File: config.mk
export PLATFORM = sky130hd
export DESIGN_NAME = hex_entry
export DESIGN_NICKNAME = d
export VERILOG_FILES = /design/src/rtl/hex_entry_pkg.sv /design/src/rtl/btn_debounce.sv /design/src/rtl/hex_entry.sv
export SDC_FILE = /design/constraint.sdc
export NUM_CORES = 1
export LEC_CHECK = 0
export BUFFER_PORTS_ARGS = -buffer_cell sky130_fd_sc_hd__buf_2
export CAP_MARGIN = 20
export CORE_ASPECT_RATIO = 1.25
export CORE_MARGIN = 2
export CORE_UTILIZATION = 52
export DETAILED_ROUTE_END_ITERATION = 7
export PLACE_DENSITY = 0.78
export SLEW_MARGIN = 5
export SYNTH_ARGS = -nofsm -noshare
export SYNTH_HDL_FRONTEND = slang
export SYNTH_SLANG_ARGS = --single-unit
export TNS_END_PERCENT = 100
File: constraint.sdc
create_clock -name clk -period 4.17 [get_ports clk]
set_input_delay 0.417 -clock clk [delete_from_list [all_inputs] [get_ports clk]]
set_output_delay 0.417 -clock clk [all_outputs]
set_load 0.05 [all_outputs]
File: src/rtl/hex_entry_pkg.sv
// Shared types and widths for the hex entry block.
package hex_entry_pkg;

  localparam int NIB_W  = 4;
  localparam int WORD_W = 32;

  typedef enum logic {
    S_EDIT,
    S_HOLD
  } state_t;

endpackage

File: src/rtl/btn_debounce.sv
// Synchronizes and debounces one raw button; press is a one-cycle pulse on the accepted rising edge.
// Latency: 2 sync cycles + DEBOUNCE_CYCLES stable samples; no backpressure.
module btn_debounce #(
  parameter int DEBOUNCE_CYCLES = 500000
) (
  input  logic clk,
  input  logic rst,
  input  logic btn,
  output logic press
);

  localparam int CW = (DEBOUNCE_CYCLES > 1) ? $clog2(DEBOUNCE_CYCLES) : 1;
  localparam logic [CW-1:0] CMAX = CW'(DEBOUNCE_CYCLES - 1);

  logic          s1;
  logic          s2;
  logic          level;
  logic          armed;
  logic [1:0]    warm;
  logic [CW-1:0] cnt;

  // armed only once the synchronized input has been seen low after reset, so a
  // button held through reset release cannot produce a press until re-pressed.
  always_ff @(posedge clk or posedge rst) begin
    if (rst) begin
      s1    <= 1'b0;
      s2    <= 1'b0;
      level <= 1'b0;
      armed <= 1'b0;
      warm  <= 2'b00;
      cnt   <= '0;
      press <= 1'b0;
    end else begin
      s1    <= btn;
      s2    <= s1;
      warm  <= {warm[0], 1'b1};
      press <= 1'b0;
      if (warm[1] && !s2) begin
        armed <= 1'b1;
      end
      if (s2 == level) begin
        cnt <= '0;
      end else if (cnt == CMAX) begin
        cnt   <= '0;
        level <= s2;
        press <= s2 & armed;
      end else begin
        cnt <= cnt + 1'b1;
      end
    end
  end

endmodule

File: src/rtl/hex_entry.sv
// Hex word entry from switches and buttons with valid/ready commit; HEX_ENTRY_BACKSPACE_EN adds btn_back.
// Latency: 1 cycle from debounced press to entry/data_valid; data_valid holds until data_ready.
module hex_entry
  import hex_entry_pkg::*;
#(
  parameter int DEBOUNCE_CYCLES = 500000,
  parameter int MAX_DIGITS      = 8
) (
  input  logic              clk,
  input  logic              rst,
  input  logic [NIB_W-1:0]  sw,
  input  logic              btn_push,
  input  logic              btn_commit,
  input  logic              btn_clear,
`ifdef HEX_ENTRY_BACKSPACE_EN
  input  logic              btn_back,
`endif
  output logic [WORD_W-1:0] entry,
  output logic [3:0]        digit_cnt,
  output logic [WORD_W-1:0] data_out,
  output logic              data_valid,
  input  logic              data_ready
);

  localparam logic [3:0] MAXD = 4'(MAX_DIGITS);

  logic ev_push;
  logic ev_commit;
  logic ev_clear;
  logic ev_back;

  btn_debounce #(.DEBOUNCE_CYCLES(DEBOUNCE_CYCLES)) u_db_push (
    .clk(clk), .rst(rst), .btn(btn_push), .press(ev_push)
  );
  btn_debounce #(.DEBOUNCE_CYCLES(DEBOUNCE_CYCLES)) u_db_commit (
    .clk(clk), .rst(rst), .btn(btn_commit), .press(ev_commit)
  );
  btn_debounce #(.DEBOUNCE_CYCLES(DEBOUNCE_CYCLES)) u_db_clear (
    .clk(clk), .rst(rst), .btn(btn_clear), .press(ev_clear)
  );
`ifdef HEX_ENTRY_BACKSPACE_EN
  btn_debounce #(.DEBOUNCE_CYCLES(DEBOUNCE_CYCLES)) u_db_back (
    .clk(clk), .rst(rst), .btn(btn_back), .press(ev_back)
  );
`else
  assign ev_back = 1'b0;
`endif

  state_t            state;
  state_t            state_n;
  logic [WORD_W-1:0] entry_n;
  logic [3:0]        cnt_n;
  logic [WORD_W-1:0] dout_n;

  always_ff @(posedge clk or posedge rst) begin
    if (rst) begin
      state     <= S_EDIT;
      entry     <= '0;
      digit_cnt <= '0;
      data_out  <= '0;
    end else begin
      state     <= state_n;
      entry     <= entry_n;
      digit_cnt <= cnt_n;
      data_out  <= dout_n;
    end
  end

  // Only the highest-priority event acts; the rest are dropped that cycle.
  always_comb begin
    state_n = state;
    entry_n = entry;
    cnt_n   = digit_cnt;
    dout_n  = data_out;
    case (state)
      S_EDIT: begin
        if (ev_clear) begin
          entry_n = '0;
          cnt_n   = '0;
        end else if (ev_commit) begin
          dout_n  = entry;
          state_n = S_HOLD;
        end else if (ev_back) begin
          if (digit_cnt != 4'd0) begin
            entry_n = {{NIB_W{1'b0}}, entry[WORD_W-1:NIB_W]};
            cnt_n   = digit_cnt - 1'b1;
          end
        end else if (ev_push) begin
          if (digit_cnt != MAXD) begin
            entry_n = {entry[WORD_W-NIB_W-1:0], sw};
            cnt_n   = digit_cnt + 1'b1;
          end
        end
      end
      S_HOLD: begin
        if (data_ready) begin
          state_n = S_EDIT;
          entry_n = '0;
          cnt_n   = '0;
        end
      end
      default: state_n = S_EDIT;
    endcase
  end

  assign data_valid = (state == S_HOLD);

endmodule

== Yosys cells after proc, flatten, opt, wreduce, memory -nomap -nowiden ==
Index checks and enable logic that the tools add are counted.
Operators by class
  eq/ne operators: 11
  reduce and logical (&&, ||, !) cells: 11
  add/sub/neg operators: 4
  shifts and indexed selects: 0
  divide/modulo/power cells: 0
  $lt $le $gt $ge: 0
  multipliers: 0
  mux-type cells: 28
  bitwise operators: 8
Operator list (count)
  32-bit 2-to-1 mux: 5
  19-bit 2-to-1 mux: 6
  32-bit one-hot mux with 2 select lines: 1
  19-bit by 1-bit adder with 19-bit output (second input constant): 3
  19-bit == test (second input constant): 3
  4-bit 2-to-1 mux: 5
  1-bit 2-to-1 mux: 9
  4-bit one-hot mux with 2 select lines: 1
  3-bit by 2-bit inequality test with 1-bit output (second input constant): 2
  2-bit AND reduction: 3
  1-bit NOT: 5
  4-bit by 1-bit adder with 4-bit output (second input constant): 1
  4-bit inequality test (second input constant): 1
  4-bit AND reduction: 1
  1-bit AND: 3
  1-bit == test: 3
  1-bit logical AND: 3
  1-bit logical NOT: 3
  3-bit by 1-bit inequality test with 1-bit output (second input constant): 1
  3-bit AND reduction: 1
  2-bit inequality test (second input constant): 1
  1-bit one-hot mux with 2 select lines: 1
Word-level totals
  RAM bits: 0
  ROM bits: 0
  register bits after elaboration: 147
  bits in latches: 0
  input bits: 10
  memories kept: 0
  word-level logic and storage cells: 87
  output and inout port bits: 69

== Logic depth before layout (Yosys ltp) ==
Gate-level depths: netlist of run 1.
  depth after elaboration: 6
  depth in mapped cells: 8
  mapped depth without buffers: 6

== By module ==
From an unflattened synthesis of run 1, not the netlist that was laid out.
Unflattened totals
  cell total of the unflattened synthesis: 586
  area, all modules: 6721.4 µm²
Modules (own cells, without submodules)
  btn_debounce: cells an instance 117, area an instance 1253.7 µm², times used 3, seq. area each 650.6 µm²
  hex_entry: cells an instance 235, area an instance 2960.3 µm², times used 1, seq. area each 1726.7 µm²

== Worst setup path after synthesis of run 1 ==
OpenSTA, ideal clock, no wires.
  kind: register to register
  start point: register digit_cnt[0]
  end point: register digit_cnt[1]
  cell stages (with the launch flop): 8
  slack: 1.966 ns
  arrival: 2.125 ns
  setup time: 0.079 ns
  path through: dfrtp_1 > inv_1 > ha_1 > nand2_1 > o21ai_0 > a21oi_1 > clkbuf_1 > mux2i_1
Between the ends
  word-level cells in the longest chain between the ends: 6
  elaborated cells on any way between the ends: 9
RTL lines
  start: declaration: RTL line hex_entry.sv:19  | output logic [3:0] digit_cnt,
  start signal: assignment: RTL line hex_entry.sv:64  | digit_cnt <= cnt_n;
  4-bit by 1-bit adder with 4-bit output: RTL line hex_entry.sv:91  | cnt_n = digit_cnt + 1'b1;
  4-bit 2-to-1 mux: RTL line hex_entry.sv:89  | if (digit_cnt != MAXD) begin
  4-bit 2-to-1 mux: RTL line hex_entry.sv:88  | end else if (ev_push) begin
  4-bit 2-to-1 mux: RTL line hex_entry.sv:80  | end else if (ev_commit) begin
  4-bit 2-to-1 mux: RTL line hex_entry.sv:77  | if (ev_clear) begin
  4-bit one-hot mux with 2 select lines: RTL line hex_entry.sv:75  | case (state)
Parallel ways exist; a longest one is shown, timed or not. The select of a mux whose other input is x is not followed.
A chain may end at the register's enable or synchronous reset.

== Final worst setup path of run 1 ==
  start point: register u_db_clear.cnt[0]
  end point: register u_db_clear.cnt[12]
Between the ends
  word-level cells in the longest chain between the ends: 3
  elaborated cells on any way between the ends: 4
RTL lines
  start: declaration: RTL line btn_debounce.sv:20  | logic [CW-1:0] cnt;
  start signal: assignment: RTL line btn_debounce.sv:48  | cnt <= cnt + 1'b1;
  19-bit by 1-bit adder with 19-bit output / 19-bit == test (equally long branches): RTL line btn_debounce.sv:48, btn_debounce.sv:43
  19-bit 2-to-1 mux *: RTL line btn_debounce.sv:43  | end else if (cnt == CMAX) begin
  19-bit 2-to-1 mux *: RTL line btn_debounce.sv:41  | if (s2 == level) begin
Mark *: on every way between the ends. The rest lies on a longest branch, timed or not.

==> summary.md, run 1 <==
| Metric | Value |
|---|---|
| Clock buffer depth | 2 |
| Least-Margin Pin Slew | 0.854 ns |
| Leakage | 3.34 nW |
| Crit path kind | register to register |
| Post-CTS Setup Bufs | 0 |
| Synth Net Count | 621 |
| Minimum clock period | 2.28 ns |
| Total Wirelength | 12.9 mm |
| Fin crit share | 54.6% |
| 1st-pass router iterations | 5 |
| Final Setup Violations | 0 |
| CTS Sinks | 143 |
| HP Class | input port to asynchronous set/reset pin |
| Cell Rows | 44 |
| Clk_skew | 0.00669 ns |
| FMAX | 439 MHz |
| First-pass GRT wire length | 21.5 mm |
| Top FF cell, synth | dfrtp_1 |
| Placed Area | 6680 µm² |
| Vias in the first global route | 4643 |
| Cell Area, Synth | 6160 µm² |
| Post-synthesis instance total | 606 |
| PnR worst setup slack | 1.89 ns |
| Max-slew headroom | 42.5% |
| Sw Ratio | 24.5% |
| FILL cells | 921 |
| DR DRC count | 0 |
| H-Tree Depth | 4 |
| RSZ-0062 raised after global routing | no |
| RePlAce Congestion | 0.833 |
| Synth area leaders | dfrtp_1 58%, o21ai_0 5.8%, or4_1 4.8% |
| Core Util, Final | 63.2% |
| Largest net degree at the start of global routing | 86 |
| WHS | 0.0486 ns |
| Final Cell Area | 7310 µm² |
| Crit. End Element | register |
| Die X | 101 µm |
| Dominant cell type by area after synthesis | dfrtp_1 |
| Share of cells above drive strength 1 | 18.0% |
| Worst-Skew Late Latency | 0.41 ns |
| Ant diodes | 0 |
| Final net count | 702 |
| Register area | 3580 µm² |
| Maxcap violations | 0 |
| Final Power | 3.17 mW |
| Post-synth ARST share | 100% |
| Total number of vias | 4758 |
| Slew Limit Fails | 0 |
| Antenna viol nets, final | 0 |
| Place WS | 1.54 ns |
| EDFF count, synth | 0 |
| Port bufs | 78 |
| YS warnings | 0 |
| Comb pwr share | 7.7% |
| Final TNS setup | 0 ns |
| Max IR drop VDD | 0.263 mV |
| Total CTS buffers | 17 |
| Worst-path maximum fanout | 10 |
| Sw power | 777 µW |
| Outcome | finished clean |
| Area of the multi-input gates | 2300 µm² |
| Initial Utilization | 53.3% |
| Avg WL per Cell | 15.4 µm |
| Worst Path Required | 4.47 ns |
| Area Growth Syn to Fin | 18.7% |
| Critical Path AT | 2.57 ns |
| Yosys top cell area share | 58.1% |
| # IOs | 79 |
| Core area | 11600 µm² |
| Remaining Overflow, GRT | 0 |
| Initial DRC count | 299 |
| Pwr Density | 433 nW/µm² |
| Clock network fraction of total power | 46.2% |
| Die area | 12700 µm² |
| Die height | 126 µm |
| Library cells used by synthesis | 37 |
| Hpwl dp | 8.72 mm |
| Clock-pin slew on the worst setup and hold paths | 0.06 ns |
| Cell with the most instances after synthesis | dfrtp_1 |
| FF+latch count, synth | 143 |
| Seq/Total Area, Yosys | 58.1% |
| Avg Synthesized Cell Area | 10.2 µm² |
| Vias/cell | 5.68 |
| Dpl cells | 803 |
| Hold Violations, Final | 0 |
| Seq pwr share | 46.1% |
| Hold buffers post-CTS | 0 |
| Post-CTS Resized | 0 |
| Int Pwr | 2.39 mW |
| GRT Total Usage | 21.0% |
| Ranking of synthesized cells by instance count | 143 x dfrtp_1, 72 x o21ai_0, 57 x nand2_1 |
| Antenna violations before repair | 0 |
| TritonCTS clock tree | done |
| CP startpoint kind | register |
| Clock Tree Root | clkbuf_16 |
| Post-Layout Cell Count | 837 |
## final timing paths
kind | start | to | slack (ns) | cells past startpoint
max | u_db_clear.cnt[0] | u_db_clear.cnt[12] | 1.89 | 6
min | rst | u_db_commit.cnt[2] | 0.05 | 3
max reg2reg | u_db_clear.cnt[0] | u_db_clear.cnt[12] | 1.89 | 6
min reg2reg | u_db_push.s1 | u_db_push.s2 | 0.35 | 0
max in group asynchronous | rst | data_out[23] | 3.46 | 3
min in group clk | btn_commit | u_db_commit.s1 | 0.11 | 1
## critical path, cell delays in order (launching register included)
cell     delay, ns
dfrtp_1       0.41
ha_1          0.23
and3_1        0.26
nand3_1       0.12
o41ai_2       0.77
buf_4         0.30
nor2_1        0.07
## state kept, by name (all words and copies together) (netlist names), 2 cells and up
name             cells
u_db_commit.cnt     19
u_db_clear.warm      2
u_db_push.cnt       19
data_out            32
digit_cnt            4
u_db_clear.cnt      19
entry               32
## cell type report
class | instances | area share (%)
clock inverters | 9 | 1.49
flip-flops and latches | 143 | 48.9
repair buffers | 88 | 6.81
inverters | 50 | 2.62
multi-input cells | 387 | 31.4
well taps | 138 | 2.36
clock buffers | 22 | 6.35
## routing by layer
metal / part of all wire (%) / track usage, %
met2: 51 / 34.2
met4: 2.7 / 9.22
met1: 42 / 26.5
met5: 0 / 0
met3: 4.6 / 5.22
## logic make-up after synthesis
family	synth area share, %
AOI/OAI and AO/OA	9.08
xor gates and xnor gates	5.83
adders and majority gates	1.02
buffers and inverters	4.69
DFF	58.1
muxes	1.34
other	0.0609
and+or+nand+nor	19.9
## power groups by stage
stage                     logic, mW  clock network [mW]  registers [mW]
after floorplan              0.0726                   0            1.58
after global placement        0.238                   0            1.48
after detailed placement      0.243                   0            1.48
after CTS                     0.244                1.48            1.46
after global routing          0.266                1.55            1.46
final                         0.245                1.46            1.46
## cell usage in the layout, fill, tap and decap left out, types with 3 or more instances in the layout
cell type  instances
inv_1             49
and4_1             3
xor2_1            13
a21o_1             3
o31ai_1            6
or3_1             11
clkbuf_1           3
nand4_1           16
nand2_1           57
buf_2             78
dfrtp_1          143
buf_4              8
or4_1             39
nor4_1             9
o21ai_1            3
o21ai_0           71
nor3_1            12
mux2i_1            6
clkinv_2           3
and3_1             5
nand3_1           19
nor2_1            45
and2_1             3
xnor2_1           28
a21oi_1           15
clkbuf_16         17
ha_1               5
No activity file was read; power rests on OpenSTA's default activity.
==> run 2, diff against run 1 <==
==> constraint.sdc (replaced) <==
create_clock -name clk -period 2.07 [get_ports clk]
set_input_delay 0.207 -clock clk [delete_from_list [all_inputs] [get_ports clk]]
set_output_delay 0.207 -clock clk [all_outputs]
set_load 0.05 [all_outputs]
==> summary.md, run 2 (synthesized netlist as in run 1, its figures left out) <==
| Metric | Value |
|---|---|
| Crit path kind | register to register (unchanged) |
| GRT Total Usage | 21.9% (was 21.0%) |
| CP startpoint kind | register (unchanged) |
| Max-slew headroom | 49.0% (was 42.5%) |
| Final Setup Violations | 0 (unchanged) |
| Crit-path cells | nor4bb_2 -> nand3_1 -> or4_4 -> mux2_1 (was ha_1 -> and3_1 -> nand3_1 -> o41ai_2 -> buf_4 -> nor2_1) |
| Initial DRC count | 298 (was 299) |
| GR Util met2 | 35.7% (was 34.2%) |
| Leakage | 3.38 nW (was 3.34 nW) |
| 1st-pass router iterations | 5 (unchanged) |
| Vias/cell | 5.69 (was 5.68) |
| Clock Tree Root | clkbuf_16 (unchanged) |
| Most frequent cells in the layout | 143 x dfrtp_1, 78 x buf_2, 71 x o21ai_0 (unchanged) |
| Pwr Density | 870 nW/µm² (was 433 nW/µm²) |
| WHS | -0.0487 ns (was 0.0486 ns) |
| Share of cells above drive strength 1 | 19.9% (was 18.0%) |
| Minimum clock period | 1.99 ns (was 2.28 ns) |
| DR DRC count | 0 (unchanged) |
| Total Wirelength | 13.2 mm (was 12.9 mm) |
| Biggest regs | data_out (32), entry (32) (unchanged) |
| Clock buffer depth | 2 (unchanged) |
| Worst Path Required | 2.36 ns (was 4.47 ns) |
| Slew Limit Fails | 0 (unchanged) |
| Critical Path AT | 2.29 ns (was 2.57 ns) |
| Sw power | 1.63 mW (was 777 µW) |
| Hold Violations, Final | 19 (was 0) |
| Comb pwr share | 7.7% (about the same) |
| Remaining Overflow, GRT | 0 (unchanged) |
| Slowest Stage Delay on Critical Path | 0.58 ns (was 0.77 ns) |
| Place WS | 0.0278 ns (was 1.54 ns) |
| CTS Sinks | 143 (unchanged) |
| Clock-pin slew on the worst setup and hold paths | 0.06 ns (about the same) |
| Total stage count of the critical path | 4 (was 6) |
| Die area | 12700 µm² (unchanged) |
| Initial Utilization | 53.3% (unchanged) |
| Outcome | finished with violations (was finished clean) |
| Total CTS buffers | 17 (unchanged) |
| Hpwl dp | 8.71 mm (was 8.72 mm) |
| Clk_skew | 0.0172 ns (was 0.00669 ns) |
| Total number of vias | 4824 (was 4758) |
| CP max stage cell | or4_4 (was o41ai_2) |
| HP Class | input port to asynchronous set/reset pin (unchanged) |
| Area Growth Syn to Fin | 20.4% (was 18.7%) |
| Clock network fraction of total power | 46.7% (was 46.2%) |
| Seq pwr share | 45.6% (was 46.1%) |
| Gr busiest metal | met2 (unchanged) |
| M3 GR Usage | 5.83% (was 5.22%) |
| Die height | 126 µm (unchanged) |
| Vias in the first global route | 4712 (was 4643) |
| Avg WL per Cell | 15.6 µm (was 15.4 µm) |
| Sw Ratio | 25.2% (was 24.5%) |
| # IOs | 79 (unchanged) |
| FMAX | 502 MHz (was 439 MHz) |
| Core area | 11600 µm² (unchanged) |
| H-Tree Depth | 4 (unchanged) |
| Worst path top cell family by delay | simple AND/OR/NAND/NOR gates (was compound AO/OA/AOI/OAI gates) |
| CP startpoint | u_db_clear.cnt[9] (was u_db_clear.cnt[0]) |
| Int Pwr | 4.82 mW (was 2.39 mW) |
| Worst-Skew Late Latency | 0.42 ns (was 0.41 ns) |
| Die X | 101 µm (unchanged) |
| Least-Margin Pin Slew | 0.765 ns (was 0.854 ns) |
| Failing checks | negative hold slack |
| Core Util, Final | 64.1% (was 63.2%) |
| Largest net degree at the start of global routing | 144 (was 86) |
| RePlAce Congestion | 0.881 (was 0.833) |
| Crit. End Element | register (unchanged) |
| Post-CTS Setup Bufs | 0 (unchanged) |
| First-pass GRT wire length | 22.1 mm (was 21.5 mm) |
| Dpl cells | 813 (was 803) |
| Buf/Inv on CP | 0 (was 1) |
| Worst r2r src | u_db_clear.cnt[9] (was u_db_clear.cnt[0]) |
| Worst-path maximum fanout | 5 (was 10) |
| Met1 global-route usage | 27.7% (was 26.5%) |
| Antenna viol nets, final | 0 (unchanged) |
| Antenna violations before repair | 0 (unchanged) |
| Most common cell after layout, fill and taps aside | dfrtp_1 (unchanged) |
| FILL cells | 893 (was 921) |
| Post-Layout Cell Count | 848 (was 837) |
| PnR worst setup slack | 0.0766 ns (was 1.89 ns) |
| Final net count | 712 (was 702) |
| TritonCTS clock tree | done (unchanged) |
| Final TNS setup | 0 ns (unchanged) |
| Port bufs | 78 (unchanged) |
| Max IR drop VDD | 0.574 mV (was 0.263 mV) |
| Cell Rows | 44 (unchanged) |
| Maxcap violations | 0 (unchanged) |
| Fin crit share | 96.3% (was 54.6%) |
| Reg2Reg Depth | 4 (was 6) |
-- run 2: final timing paths --
path	slack, ns	end
max	0.08	u_db_clear.level
min	-0.05	data_out[0]
max reg2reg	0.08	u_db_clear.level
min reg2reg	0.35	u_db_clear.warm[1]
max in group asynchronous	1.51	u_db_clear.cnt[6]
min in group clk	0.03	entry[3]
-- run 2: power by group through the flow --
stage	clock network [mW]	registers [mW]	logic, mW
2_1_floorplan	0	3.18	0.146
3_3_place_gp	0	2.98	0.483
3_5_place_dp	0	2.99	0.491
4_1_cts	3.06	2.94	0.502
5_1_grt	3.18	2.95	0.540
6_report	3.01	2.94	0.497
-- run 2: repair_timing --
action	in CTS	in global routing
gates resized for setup	0	6
hold buffers	3	0
hold endpoints to repair	3	0
setup endpoints to repair	0	2
-- run 2: tightest hold or removal path, delay by kind of cell --
kind | cells | cell delay, ns
buffers and inverters | 3 | 0.64
-- run 2: per-layer routing --
| layer | up-vias | share of wire (%) |
|---|---|---|
| met5 | - | 0 |
| met4 | 0 | 1.8 |
| met3 | 27 | 5.0 |
| met2 | 164 | 51 |
| met1 | 2352 | 42 |
| li1 | 2281 | - |
-- run 2: final cells by class --
cell class,count,area [µm²],share of cell area (%)
Inverter,50,191,2.58
Clock buffer,19,453,6.11
Multi-Input combinational cell,387,2320,31.3
Sequential cell,143,3580,48.3
Antenna cell,1,2.50,0.0337
Tap cell,138,173,2.33
Timing Repair Buffer,98,561,7.56
Clock inverter,12,133,1.79
-- run 2: through the flow --
stage | power [mW] | hold slack, ns | instance area (µm²)
after floorplan | 3.33 | 0.238 | 6170
after global placement | 3.46 | 0.316 | 6770
after detailed placement | 3.48 | 0.316 | 6770
after CTS | 6.49 | 0.0162 | 7390
after global routing | 6.66 | 0.0262 | 7410
final | 6.45 | -0.0487 | 7420
